--- src/rtl/axi_arb_pkg.sv ---
// Shared types for the IFU/LSU to memory AXI arbiter.
// State encoding and grant identity used by the arbiter and its picker.
package axi_arb_pkg;

    typedef enum logic [1:0] {
        IDLE,
        RD_IFU,
        RD_LSU,
        WR_LSU
    } arb_state_t;

    typedef enum logic {
        GNT_IFU,
        GNT_LSU
    } arb_gnt_t;

endpackage

--- src/rtl/rr_pick2.sv ---
// Two-requester round-robin picker; req[0] is IFU, req[1] is LSU.
// The requester that did not win last time wins a tie.
module rr_pick2
    import axi_arb_pkg::*;
(
    input  logic [1:0] req,
    input  arb_gnt_t   last,
    output arb_gnt_t   gnt
);

    always_comb begin
        gnt = GNT_IFU;
        if (req[1] && (!req[0] || last == GNT_IFU)) begin
            gnt = GNT_LSU;
        end
    end

endmodule

--- src/rtl/axi_mem_arbiter.sv ---
// Shares one external AXI master port between IFU reads and LSU reads/writes.
// One single-beat transaction at a time, grant held until its response handshake.
module axi_mem_arbiter
    import axi_arb_pkg::*;
#(
    parameter int ADDR_W = 64,
    parameter int DATA_W = 64
) (
    input  logic                clk,
    input  logic                rst_n,
    input  logic [ADDR_W-1:0]   ifu_AR_ADDR,
    input  logic                ifu_AR_VALID,
    output logic                ifu_AR_READY,
    output logic [DATA_W-1:0]   ifu_R_DATA,
    output logic                ifu_R_VALID,
    input  logic                ifu_R_READY,
    input  logic [ADDR_W-1:0]   lsu_AR_ADDR,
    input  logic                lsu_AR_VALID,
    output logic                lsu_AR_READY,
    output logic [DATA_W-1:0]   lsu_R_DATA,
    output logic                lsu_R_VALID,
    input  logic                lsu_R_READY,
    input  logic [ADDR_W-1:0]   lsu_AW_ADDR,
    input  logic                lsu_AW_VALID,
    output logic                lsu_AW_READY,
    input  logic [DATA_W-1:0]   lsu_W_DATA,
    input  logic [DATA_W/8-1:0] lsu_W_STRB,
    input  logic                lsu_W_VALID,
    output logic                lsu_W_READY,
    output logic                lsu_B_VALID,
    input  logic                lsu_B_READY,
    output logic [ADDR_W-1:0]   axi_AR_ADDR,
    output logic                axi_AR_VALID,
    input  logic                axi_AR_READY,
    input  logic [DATA_W-1:0]   axi_R_DATA,
    input  logic                axi_R_VALID,
    output logic                axi_R_READY,
    output logic [ADDR_W-1:0]   axi_AW_ADDR,
    output logic                axi_AW_VALID,
    input  logic                axi_AW_READY,
    output logic [DATA_W-1:0]   axi_W_DATA,
    output logic [DATA_W/8-1:0] axi_W_STRB,
    output logic                axi_W_VALID,
    input  logic                axi_W_READY,
    input  logic                axi_B_VALID,
    output logic                axi_B_READY
);

    arb_state_t state_q, state_d;
    arb_gnt_t   last_q, last_d;
    logic       ar_done_q, ar_done_d;
    logic       aw_done_q, aw_done_d;
    logic       w_done_q, w_done_d;

    logic       wr_req;
    logic       lsu_req;
    arb_gnt_t   pick;
    logic       rd_lsu;
    logic       x_ar_valid;
    logic       x_r_ready;

    assign wr_req  = lsu_AW_VALID | lsu_W_VALID;
    assign lsu_req = wr_req | lsu_AR_VALID;

    rr_pick2 u_pick (
        .req  ({lsu_req, ifu_AR_VALID}),
        .last (last_q),
        .gnt  (pick)
    );

    // Address/data paths are plain muxes; only the handshakes are gated.
    assign rd_lsu      = (state_q == RD_LSU);
    assign x_ar_valid  = rd_lsu ? lsu_AR_VALID : ifu_AR_VALID;
    assign x_r_ready   = rd_lsu ? lsu_R_READY : ifu_R_READY;
    assign axi_AR_ADDR = rd_lsu ? lsu_AR_ADDR : ifu_AR_ADDR;
    assign axi_AW_ADDR = lsu_AW_ADDR;
    assign axi_W_DATA  = lsu_W_DATA;
    assign axi_W_STRB  = lsu_W_STRB;
    assign ifu_R_DATA  = axi_R_DATA;
    assign lsu_R_DATA  = axi_R_DATA;

    always_comb begin
        state_d      = state_q;
        last_d       = last_q;
        ar_done_d    = ar_done_q;
        aw_done_d    = aw_done_q;
        w_done_d     = w_done_q;
        ifu_AR_READY = 1'b0;
        ifu_R_VALID  = 1'b0;
        lsu_AR_READY = 1'b0;
        lsu_R_VALID  = 1'b0;
        lsu_AW_READY = 1'b0;
        lsu_W_READY  = 1'b0;
        lsu_B_VALID  = 1'b0;
        axi_AR_VALID = 1'b0;
        axi_R_READY  = 1'b0;
        axi_AW_VALID = 1'b0;
        axi_W_VALID  = 1'b0;
        axi_B_READY  = 1'b0;
        unique case (state_q)
            IDLE: begin
                ar_done_d = 1'b0;
                aw_done_d = 1'b0;
                w_done_d  = 1'b0;
                if (ifu_AR_VALID || lsu_req) begin
                    last_d = pick;
                    if (pick == GNT_IFU) state_d = RD_IFU;
                    else if (wr_req)     state_d = WR_LSU;
                    else                 state_d = RD_LSU;
                end
            end
            RD_IFU, RD_LSU: begin
                axi_AR_VALID = x_ar_valid & ~ar_done_q;
                axi_R_READY  = x_r_ready;
                if (rd_lsu) begin
                    lsu_AR_READY = axi_AR_READY & ~ar_done_q;
                    lsu_R_VALID  = axi_R_VALID;
                end else begin
                    ifu_AR_READY = axi_AR_READY & ~ar_done_q;
                    ifu_R_VALID  = axi_R_VALID;
                end
                if (x_ar_valid && axi_AR_READY) ar_done_d = 1'b1;
                if (axi_R_VALID && x_r_ready) begin
                    state_d   = IDLE;
                    ar_done_d = 1'b0;
                end
            end
            WR_LSU: begin
                axi_AW_VALID = lsu_AW_VALID & ~aw_done_q;
                lsu_AW_READY = axi_AW_READY & ~aw_done_q;
                axi_W_VALID  = lsu_W_VALID & ~w_done_q;
                lsu_W_READY  = axi_W_READY & ~w_done_q;
                lsu_B_VALID  = axi_B_VALID;
                axi_B_READY  = lsu_B_READY;
                if (lsu_AW_VALID && axi_AW_READY) aw_done_d = 1'b1;
                if (lsu_W_VALID && axi_W_READY)   w_done_d  = 1'b1;
                // An early B is a slave error; still release the port.
                if (axi_B_VALID && lsu_B_READY) begin
                    state_d   = IDLE;
                    aw_done_d = 1'b0;
                    w_done_d  = 1'b0;
                end
            end
        endcase
    end

    always_ff @(posedge clk or negedge rst_n) begin
        if (!rst_n) begin
            state_q   <= IDLE;
            last_q    <= GNT_LSU;
            ar_done_q <= 1'b0;
            aw_done_q <= 1'b0;
            w_done_q  <= 1'b0;
        end else begin
            state_q   <= state_d;
            last_q    <= last_d;
            ar_done_q <= ar_done_d;
            aw_done_q <= aw_done_d;
            w_done_q  <= w_done_d;
        end
    end

endmodule

--- config.mk ---
export PLATFORM = sky130hd
export DESIGN_NAME = axi_mem_arbiter
export DESIGN_NICKNAME = d
export VERILOG_FILES = /design/src/rtl/axi_arb_pkg.sv /design/src/rtl/rr_pick2.sv /design/src/rtl/axi_mem_arbiter.sv
export SDC_FILE = /design/constraint.sdc
export NUM_CORES = 1
export LEC_CHECK = 0
export ABC_CLOCK_PERIOD_IN_PS = 1800
export BUFFER_PORTS_ARGS = -buffer_cell sky130_fd_sc_hd__buf_2
export CORE_AREA = 2 2 264 266
export CTS_CLUSTER_SIZE = 25
export DETAILED_ROUTE_END_ITERATION = 7
export DIE_AREA = 0 0 266 268
export PLACE_DENSITY = 0.35
export REMOVE_ABC_BUFFERS = 1
export SLEW_MARGIN = 15
export SYNTH_ARGS = -nofsm -noshare
export SYNTH_HDL_FRONTEND = slang
export SYNTH_SLANG_ARGS = --single-unit
--- constraint.sdc ---
create_clock -name clk -period 1.8 [get_ports clk]
set_input_delay 0.18 -clock clk [delete_from_list [all_inputs] [get_ports clk]]
set_output_delay 0.18 -clock clk [all_outputs]
set_load 0.02 [all_outputs]
==> qor.yml, run 1 <==
core_um2: 68200
fin_skew_ns: 0.00453
num_vias: 2937
routed_wl_um: 87700
layout.nets: 709
seq_area_um2: 151
synth_edf_count: 0
cts_buffers: 3
grt_pass1_vias: 2813
clk_path_buf_depth: 2
viasPerCell: 2.36
max_slew_margin: 0.813
multi_input_area_um2: 1350
detailed_place_hpwl_um: 83100
grt_pass1_wl_um: 92800
drtIter0Drc: 101
ant_nets: 0
crit_path_max_fanout: 8
min-delay-path-class: "in -> reg"
syn_area_um2: 3240
status: "finished with violations"
cellPowerDensity_nw_per_um2: 1030
fin_ws_ns: -0.0827
worst_slew_pin_slew_ns: 0.278
antenna_found_initial: 6
worst_ir_drop_vdd_v: 0.000567
synthTopCellsByArea: "buf_4 61%, mux2_1 22%, dfrtp_1 3.9%"
reg2regPathDepth: 6
setup-violations-final: 40
htreeDepth: 1
remaining_drc_errors: 0
yosysMostFrequentCell: "buf_4"
die_w_um: 266
drv_cap: 0
die_area_um2: 71300
cts_tree: "done"
synth_top_area_share: 0.612
hold_viol_final: 0
drive_above_1_share: 0.864
grt_max_degree: 10
ys.warnings.count: 0
path_class: "reg -> out"
whs_path_depth: 2
synthArstFlopShare: 1.00
overflow: 0
cp-end-kind: "output pin"
slew_violations: 0
io_buffers: 217
die_h_um: 268
cts.sinks: 6
ios: 682
finalCritPeriodShare: 1.05
rsz0062_at_grt: "yes"
syn_avg_cell_area_um2: 8.32
start_util: 0.0474
synth_area_leader_cell: "buf_4"
startpoint_type: "flop"
hold_slack_ns: 0.222
required_ns: 1.62
clk_pin_slew_ns: 0.04
ys.flop_type: "dfrtp_1"
syn_to_final_growth_pct: 38.1
p_leak_uw: 0.00188
timing.fmax_mhz: 531
ys_seq_area_frac: 0.0468
drt-pass1-iter-count: 4
min_period_ns: 1.88
clockRootBuffer: "clkbuf_16"
routedWlPerCell_um: 70.5
gr-usage-all-layers: 0.236
finalPower_uw: 4610
violations: "setup timing"
rows: 96
post-place-ws_ns: -0.0369
synthTopCellsByCount: "264 x buf_4, 64 x mux2_1, 7 x buf_2"
fin_setup_tns_ns: -1.56
postSynthCellCount: 389
synthDistinctLibCells: 24
n_fill_cell: 8001
clock_latency_ns: 0.23
place_congestion: 1.05
arrival_ns: 1.70
ys_ff_latch: 6
## per-stage QoR
stage | cell area [um2] | instances | utilization
6_report | 4470 | 1244 | 0.0655
2_1_floorplan | 1220 | 118 | -
5_1_grt | 4470 | 1244 | 0.0655
4_1_cts | 4330 | 1242 | 0.0634
3_3_place_gp | 3530 | 1228 | 0.0517
3_5_place_dp | 3530 | 1228 | 0.0517
## what timing repair did
item	4_1_cts	5_1_grt
pin swaps	2	1
gates resized for setup	179	40
cloned	2	1
setup buffers	8	1
setup endpoints to repair	66	75
endpoints found under the hold margin	6	0
hold buffers	1	0
## power by group
group | internal (uW) | leakage [uW] | switching [uW]
logic | 2130 | 0.00176 | 1870
registers | 191 | 0.0000764 | 37.9
clock network | 295 | 0.0000382 | 89.1
## area by class of cell
| class | instances | share of cell area |
|---|---|---|
| well taps | 882 | 0.247 |
| clock buffers | 4 | 0.0176 |
| multi-input cells | 108 | 0.302 |
| inverters | 4 | 0.00336 |
| flip-flops and latches | 6 | 0.0339 |
| repair buffers | 239 | 0.396 |
| diodes | 1 | 0.000560 |
## flip-flops by register name, indices dropped and copies added, names as in the netlist
signal / count
ar_done_q: 1
w_done_q: 1
state_q: 2
last_q: 1
aw_done_q: 1
## worst paths after layout
path	startpoint	to	slack [ns]
max	state_q[0]	axi_AR_ADDR[55]	-0.08
min	axi_AW_READY	aw_done_q	0.22
max reg2reg	state_q[1]	state_q[1]	0.15
min reg2reg	aw_done_q	aw_done_q	0.51
max in group asynchronous	rst_n	last_q	1.25
min in group asynchronous	rst_n	state_q[0]	0.32
## cells by family (layout without fill, tap and decap cells)
family                     Yosys count  count (layout)  share of synthesized area
DFF                                  6               6                     0.0468
other                                0               1                          0
muxes                               68              68                      0.235
buffers and inverters              275             247                      0.628
adders and majority gates            5               5                     0.0193
and+or+nand+nor                     25              25                     0.0445
AOI/OAI and AO/OA                   10              10                     0.0267
## cell usage in the layout (no fill, tap or decap), types with 2 or more instances in the layout
cell       count
mux2_4        55
o21ai_0        2
buf_12         5
nand2_1        6
ha_4           3
buf_8          6
mux2_1         9
nor2_1         4
clkbuf_16      4
inv_1          3
and3b_1        4
and2_1         4
o21ai_1        2
ha_2           2
buf_6         59
buf_4          8
nand3_1        2
mux2i_4        2
buf_2        158
dfrtp_1        5
mux2i_1        2
nor2b_4        2
## critical path, stage by stage, from the launching register on
cell and delay [ns]:
dfrtp_1 0.39, inv_2 0.08, ha_4 0.16, buf_12 0.17, buf_12 0.15, mux2_4 0.35
buf_6 0.15
## per-layer routing
layer | track usage | routed length [um]
met1 | 0.0773 | 11200
met2 | 0.527 | 53900
met3 | 0.261 | 19700
met4 | 0.0486 | 2330
met5 | 0.0541 | 535
Power figures use the tool's default switching activity.
==> run 2: changes to the inputs <==
Settings changed: CAP_MARGIN set to 25, PLACE_DENSITY 0.35 to 0.31.
==> run 2 against run 1 <==
The flow still finishes with violations (setup timing). Count of clock-buffer cells in the layout unchanged. Routed wire length is 2.6% lower. Register-to-register slack about the same. Clock power shrank 1%. Flip-flop and latch count stayed put. Power decreased by 26%. Combinational power shrank 31%. Design area fell by 16%. Critical path type unchanged.
==> qor.yml, run 2 (synthesis gave the netlist of run 1 again) <==
final_cells: 1243  # was 1244
fin_ws_ns: -0.116  # was -0.0827 ns
multi_input_area_um2: 1120  # was 1350 um2
cellPowerDensity_nw_per_um2: 900  # was 1030 nW/um2
grt_pass1_wl_um: 90000  # was 92800 um
arrival_ns: 1.74  # was 1.70 ns
cpMaxStageDelayCell: "dfrtp_1"  # unchanged
drv_cap: 0  # unchanged
startpoint_type: "flop"  # unchanged
die_h_um: 268  # unchanged
ios: 682  # unchanged
p_leak_uw: 0.00153  # was 0.00188 uW
slew_violations: 0  # unchanged
grt_max_degree: 24  # was 10
die_area_um2: 71300  # unchanged
placedCellCount: 1228  # unchanged
path_class: "reg -> out"  # unchanged
max_slew_margin: 0.793  # was 0.813
worst_slew_pin_slew_ns: 0.308  # was 0.278 ns
htreeDepth: 1  # unchanged
routed_wl_um: 85400  # was 87700 um
place_area_um2: 3530  # unchanged
ant_nets: 0  # unchanged
die_w_um: 266  # unchanged
drt-pass1-iter-count: 4  # unchanged
overflow: 0  # unchanged
timing.fmax_mhz: 522  # was 531 MHz
hold_viol_final: 0  # unchanged
start_util: 0.0474  # unchanged
io_buffers: 217  # unchanged
path_cells: "inv_2, ha_4, buf_12, buf_4, mux2_1, buf_2"  # was inv_2, ha_4, buf_12, buf_12, mux2_4, buf_6
fin_skew_ns: 0.00387  # was 0.00453 ns
worst_ir_drop_vdd_v: 0.000471  # was 0.000567 V
place_congestion: 0.952  # was 1.05
rsz0062_at_grt: "yes"  # unchanged
fin_setup_tns_ns: -4.85  # was -1.56 ns
cts.sinks: 6  # unchanged
layout_common_cells: "211 x buf_2, 61 x mux2_1, 12 x buf_4"  # was 158 x buf_2, 59 x buf_6, 55 x mux2_4
grt_pass1_vias: 2491  # was 2813
clockRootBuffer: "clkbuf_16"  # unchanged
post-place-ws_ns: 0.0758  # was -0.0369 ns
rows: 96  # unchanged
clock_latency_ns: 0.23  # about the same
antenna_found_initial: 6  # unchanged
drtIter0Drc: 199  # was 101
num_vias: 2948  # was 2937
finalCritPeriodShare: 1.06  # was 1.05
syn_to_final_growth_pct: 16.4  # was 38.1%
drive_above_1_share: 0.703  # was 0.864
crit_path_max_fanout: 11  # was 8
final_common_cell: "buf_2"  # unchanged
core_um2: 68200  # unchanged
finalPower_uw: 3390  # was 4610 uW
remaining_drc_errors: 0  # unchanged
seq_area_um2: 153  # was 151 um2
largest-register: "state_q"  # unchanged
gr-usage-all-layers: 0.230  # was 0.236
viasPerCell: 2.37  # was 2.36
clk_path_buf_depth: 2  # unchanged
min-delay-path-class: "in -> reg"  # unchanged
cts_tree: "done"  # unchanged
final_area_um2: 3770  # was 4470 um2
min_period_ns: 1.92  # was 1.88 ns
layout.nets: 702  # was 709
clk_pin_slew_ns: 0.04  # about the same
cp-end-kind: "output pin"  # unchanged
cts_buffers: 3  # unchanged
max_stage_delay_ns: 0.38  # was 0.39 ns
routedWlPerCell_um: 68.7  # was 70.5 um
detailed_place_hpwl_um: 81700  # was 83100 um
n_fill_cell: 8116  # was 8001
status: "finished with violations"  # unchanged
largest_register_ffs: 2  # unchanged
required_ns: 1.62  # about the same
violations: "setup timing"  # unchanged
setup-violations-final: 62  # was 40
run 2: where the power goes:
group	internal, uW	switching [uW]
Sequential	193	49.3
Clock	295	84.9
Combinational	1250	1520
Total	1740	1650
run 2: area by class of cell:
cell class | instances | area share
Sequential cell | 6 | 0.0405
Inverter | 4 | 0.00398
Multi-Input combinational cell | 108 | 0.296
Antenna cell | 7 | 0.00465
Timing Repair Buffer | 232 | 0.341
Tap cell | 882 | 0.293
Clock buffer | 4 | 0.0209
run 2: per-stage QoR:
| step | hold slack, ns | util |
|---|---|---|
| global route | 0.245 | 0.0551 |
| detailed placement | 0.0270 | 0.0517 |
| global placement | 0.0260 | 0.0517 |
| CTS | 0.218 | 0.0540 |
| floorplan | -0.116 | - |
| finish | 0.219 | 0.0552 |
run 2: final timing paths:
path	slack [ns]	to	start	depth (start not counted)
setup / recovery	-0.12	axi_AR_ADDR[12]	state_q[0]	6
hold / removal	0.22	last_q	ifu_AR_VALID	2
setup reg to reg	0.15	state_q[0]	state_q[1]	6
hold reg to reg	0.53	last_q	last_q	2
max in group asynchronous	1.23	last_q	rst_n	2
min in group asynchronous	0.33	ar_done_q	rst_n	2
run 2: per-layer routing:
metal / global-route usage / part of all wire / up-vias
li1: - / - / 927
met1: 0.0820 / 0.14 / 1244
met2: 0.475 / 0.57 / 713
met3: 0.283 / 0.25 / 45
met4: 0.0500 / 0.027 / 19
met5: 0.0750 / 0.0093 / -
run 2: timing repair:
item,CTS,global route
hold buffers,1,0
buffers inserted,1,1
pin swaps,0,1
resized for setup,12,13
endpoints found under the hold margin,5,0
cloned,0,1
endpoints found under the setup margin,67,68
run 2: critical path, delay by kind of cell (launching register included):
kind	cells	cell delay (ns)
adder cells (fa/ha/maj)	1	0.15
buffers and inverters	4	0.60
flip-flops	1	0.38
multiplexers	1	0.34
